$ cat config.mk
export PLATFORM = sky130hd
export DESIGN_NAME = sdram_rd_arbiter
export DESIGN_NICKNAME = d
export VERILOG_FILES = /design/src/rtl/sdram_rd_arbiter.sv
export SDC_FILE = /design/constraint.sdc
export NUM_CORES = 1
export LEC_CHECK = 0
export ABC_CLOCK_PERIOD_IN_PS = 1350
export CAP_MARGIN = 20
export CORE_ASPECT_RATIO = 0.75
export CORE_MARGIN = 5
export CORE_UTILIZATION = 23
export CTS_BUF_LIST = sky130_fd_sc_hd__clkbuf_4
export DETAILED_ROUTE_END_ITERATION = 16
export PLACE_DENSITY = 0.88
export SYNTH_ARGS = -nofsm -noshare
export SYNTH_HDL_FRONTEND = slang
export SYNTH_SLANG_ARGS = --single-unit
$ cat constraint.sdc
create_clock -name sdram_clk -period 1.35 [get_ports sdram_clk]
set_input_delay 0.27 -clock sdram_clk [delete_from_list [all_inputs] [get_ports sdram_clk]]
set_output_delay 0.27 -clock sdram_clk [all_outputs]
set_load 0.005 [all_outputs]
$ cat src/rtl/sdram_rd_arbiter.sv
// Two-requester burst arbiter in front of the SDRAM controller read port.
// Round-robin by default; define SDRAM_RD_ARB_FIXED_PRIO_EN for fixed priority (requester 0 first).
module sdram_rd_arbiter #(
    parameter int ADDR_W    = 22,
    parameter int DATA_W    = 16,
    parameter int BURST_LEN = 8
) (
    input  logic              sdram_clk,
    input  logic              rst_n,
    input  logic [ADDR_W-1:0] m0_addr,
    input  logic              m0_avalid,
    output logic              m0_aready,
    output logic [DATA_W-1:0] m0_data,
    output logic              m0_valid,
    input  logic              m0_ready,
    input  logic [ADDR_W-1:0] m1_addr,
    input  logic              m1_avalid,
    output logic              m1_aready,
    output logic [DATA_W-1:0] m1_data,
    output logic              m1_valid,
    input  logic              m1_ready,
    output logic [ADDR_W-1:0] rd_addr,
    output logic              rd_avalid,
    input  logic              rd_aready,
    input  logic [DATA_W-1:0] rd_data,
    input  logic              rd_valid,
    output logic              rd_ready,
    output logic              busy
);

    localparam int                CNT_W     = (BURST_LEN > 1) ? $clog2(BURST_LEN) : 1;
    localparam logic [CNT_W-1:0]  LAST_BEAT = CNT_W'(BURST_LEN - 1);

    localparam logic [1:0] ST_IDLE = 2'd0;
    localparam logic [1:0] ST_ADDR = 2'd1;
    localparam logic [1:0] ST_DATA = 2'd2;

    logic [1:0]       state;
    logic             grant;
    logic [CNT_W-1:0] beat_cnt;
    logic             winner;
    logic             in_addr;
    logic             in_data;
    logic             addr_fire;
    logic             beat_fire;

`ifdef SDRAM_RD_ARB_FIXED_PRIO_EN
    // NOTE: give every always_comb output a default first so no path leaves it unassigned (latch).
    always_comb begin
        winner = 1'b0;
        if (!m0_avalid) winner = 1'b1;
    end
`else
    logic last;

    always_comb begin
        winner = 1'b0;
        if (m0_avalid && m1_avalid) winner = ~last;
        else if (m1_avalid)         winner = 1'b1;
    end
`endif

    assign in_addr   = (state == ST_ADDR);
    assign in_data   = (state == ST_DATA);
    assign addr_fire = rd_avalid & rd_aready;
    assign beat_fire = rd_valid & rd_ready;

    // NOTE: sequential state uses non-blocking assignments so every register samples pre-edge values.
    always_ff @(posedge sdram_clk or negedge rst_n) begin
        if (!rst_n) begin
            state    <= ST_IDLE;
            grant    <= 1'b0;
            beat_cnt <= '0;
`ifndef SDRAM_RD_ARB_FIXED_PRIO_EN
            last     <= 1'b1;
`endif
        end else begin
            case (state)
                ST_IDLE: begin
                    if (m0_avalid || m1_avalid) begin
                        grant <= winner;
                        state <= ST_ADDR;
                    end
                end
                ST_ADDR: begin
                    if (addr_fire) begin
                        beat_cnt <= '0;
                        state    <= ST_DATA;
                    end
                end
                ST_DATA: begin
                    if (beat_fire) begin
                        if (beat_cnt == LAST_BEAT) begin
                            state <= ST_IDLE;
`ifndef SDRAM_RD_ARB_FIXED_PRIO_EN
                            last  <= grant;
`endif
                        end else begin
                            beat_cnt <= beat_cnt + 1'b1;
                        end
                    end
                end
                default: state <= ST_IDLE;
            endcase
        end
    end

    // Handshakes are gated by state so a reset drops them immediately.
    assign rd_avalid = in_addr;
    assign rd_addr   = in_addr ? (grant ? m1_addr : m0_addr) : '0;
    assign m0_aready = in_addr & ~grant & rd_aready;
    assign m1_aready = in_addr &  grant & rd_aready;

    assign rd_ready  = in_data & (grant ? m1_ready : m0_ready);
    assign m0_valid  = in_data & ~grant & rd_valid;
    assign m1_valid  = in_data &  grant & rd_valid;
    assign m0_data   = rd_data;
    assign m1_data   = rd_data;

    assign busy      = (state != ST_IDLE);

endmodule

==> results_dict.tcl <==
set metrics [dict create \
    hold_ws_ps 271 \
    cp_num_buf_inv 3 \
    path_clk_slew_ps 50 \
    die_y_um 66.2 \
    synth_top_family_by_area "buffers and inverters" \
    grt_pass1_wl_mm 5.00 \
    tightest_slew_ps 315 \
    final_common_cell "clkdlybuf4s50_1" \
    multiInputGateArea_um2 598 \
    coreArea_um2 4050 \
    cts_tree "built" \
    final_cell_mix "clkdlybuf4s50_1, buf_2, mux2i_1, nor2_1, buf_6" \
    cp-start-kind "register" \
    yosys_register_bits 7 \
    num_rows 20 \
    start_util_pct 23.9 \
    swShare_pct 37.5 \
    finalCritPeriodShare_pct 120 \
    hold_buffers 0 \
    n_antenna_cell 0 \
    worstPathArrival_ps 1350 \
    port_buffers 80 \
    grt_max_degree 10 \
    htreeDepth 1 \
    synthMuxAreaShare_pct 28.0 \
    cts_root_buf "clkbuf_4" \
    die_area_um2 5620 \
    critical-path-top-delay-family "flip-flops" \
    syn_to_final_growth_pct 97.8 \
    outcome "finished with violations" \
    nets 276 \
    hold_violations 0 \
    cpPeakStageDelay_ps 450 \
    rsz0062_at_grt "true" \
    fp.dieW_um 84.9 \
    critPathKind "reg -> out" \
    wl_per_cell_um 13.1 \
    seq_area_frac_synth_pct 18.2 \
    drc_errors 0 \
    postSynthCellCount 124 \
    fin_setup_tns_ps -6070 \
    cp_slowest_cell "dfrtp_2" \
    violations "negative setup slack" \
    p_leak_nw 0.969 \
    clockBufferDepth 2 \
    drv_cap 0 \
    cts.sinks 7 \
    synth-simple-area-share_pct 19.3 \
    clock.fmax_mhz 617 \
    reg2reg_setup_slack_ps -220 \
    fillerInstances 399 \
    synth_area_um2 968 \
    viasPerCell 4.23 \
    power-per-cell-area_nw_per_um2 1640 \
    ir_drop_mv 0.837 \
    drt-total-wl_mm 3.40 \
    antenna_found_initial 0 \
    cts_buffers 3 \
    gr-total-overflow 0 \
    drt_iter0_drc 14 \
    drtAntennaViolNets 0 \
    synth_cell_types 22 \
    syn_area_per_cell_um2 7.81 \
    fin_skew_ps 1.91 \
    worstPathMaxFanout 5 \
    first_pass_iters 3 \
    io_pins 129 \
    grt_pass1_vias 1104 \
    min_period_ps 1620 \
    drive_above_1_share_pct 44.4 \
    p_int_mw 1.96 \
    p_seq_share_pct 10.9 \
    vias 1099 \
    endpoint_kind "output pin" \
    cp.required_ps 1080 \
    synthXorXnorAreaFrac_pct 0 \
    synth-compound-area-share_pct 2.45 \
    hpwl_mm 2.52 \
    comb_power_share_pct 82.2 \
    crit_chain "buf_6 -> buf_4 -> mux2i_1 -> nor2_2 -> buf_2" \
    p_sw_mw 1.18 \
    grtUsageTotal_pct 11.0 \
    pwr-share-clk_pct 6.9 \
    maxSlewViolCount 0 \
    synthAdderAreaFrac_pct 2.58 \
    seqCellArea_um2 179 \
    clkLatencyLatePin_ps 250 \
    setup_slack_ps -270 \
    setup_viol 33 \
    place_congestion 0.801 \
    yosysWarnings 0 \
    syn_nets 194 \
    max-slew-margin-rel_pct 78.9 \
    hold_path.class "in -> async" \
]
path summary, 6_finish.rpt:
| kind | from | cells past startpoint | to |
|---|---|---|---|
| setup reg to reg | state[1] | 6 | beat_cnt[0] |
| hold / removal | rst_n | 1 | beat_cnt[1] |
| max in group asynchronous | rst_n | 1 | last |
| setup / recovery | grant | 5 | rd_addr[14] |
| min in group sdram_clk | rd_data[14] | 0 | m0_data[14] |
| hold reg to reg | beat_cnt[1] | 2 | beat_cnt[1] |
kinds of logic after synthesis:
family / after synthesis
multiplexers: 27
AND/OR/NAND/NOR: 43
flip-flops: 7
buffers and inverters: 41
adder cells (fa/ha/maj): 2
AO/OA/AOI/OAI: 4
sequential cells by signal, summed over array words and instances (netlist names):
name / cells
grant: 1
last: 1
state: 2
beat_cnt: 3
area by class of cell:
type                            instances  share of cell area (%)
Timing Repair Buffer                  115                    53.6
Tap cell                               55                    3.59
Multi-Input combinational cell         76                    31.2
Sequential cell                         7                    9.34
Inverter                                3                   0.718
Clock buffer                            4                    1.57
worst register-to-register path, stage by stage (launching register included):
cell      delay [ps]
dfrtp_1          390
buf_4            140
nand3b_1         110
buf_4            160
buf_4            140
or3_4            360
mux2i_1          180
routing by layer:
metal / vias to the layer above / GRT usage (%) / routed length [um]
met1: 502 / 11.8 / 1380
li1: 535 / - / -
met5: - / 0 / 0
met4: 0 / 2.77 / 27
met3: 5 / 3.86 / 356
met2: 57 / 20.8 / 1640
cell usage after synthesis:
master    number  share of area [%]
nand2_1        7                2.7
inv_1          3                1.2
buf_6          1                1.2
dfstp_2        1                2.7
mux2i_1       26                 27
a21oi_1        1               0.52
dfrtp_1        6                 16
nor2b_1        2                1.3
clkbuf_1       2               0.78
o21ai_0        1               0.52
a211oi_1       1               0.78
nor3_1         1               0.52
ha_1           2                2.6
nor3b_1        1               0.78
nand3b_1       2                1.5
mux2_2         1                1.2
nor2_1        27                 10
or3_1          1               0.65
buf_4         32                 25
a31oi_1        1               0.65
nand2b_1       2                1.3
buf_2          3                1.5
power groups by stage:
stage                     logic (mW)  clock network (mW)  registers (mW)
final                           2.58               0.216           0.342
after floorplan                0.921                   0           0.315
after detailed placement        1.99                   0           0.326
after global routing            2.80               0.236           0.350
after CTS                       2.36               0.223           0.348
after global placement          1.95                   0           0.326
metrics by stage:
stage	instances	total power, mW	util (%)	worst slack, ps	area, um2
after detailed placement	236	2.31	41.7	-449	1690
after floorplan	124	1.24	-	-19.1	983
final	260	3.14	47.3	-270	1920
after global placement	236	2.28	41.7	-444	1690
after global routing	260	3.38	47.3	-318	1920
after CTS	256	2.93	45.2	-287	1830
timing repair:
item	4_1_cts	5_1_grt
pin swaps	8	12
gates resized for setup	143	23
endpoints found under the setup margin	33	33
buffers inserted	16	5
Power figures use the tool's default switching activity.
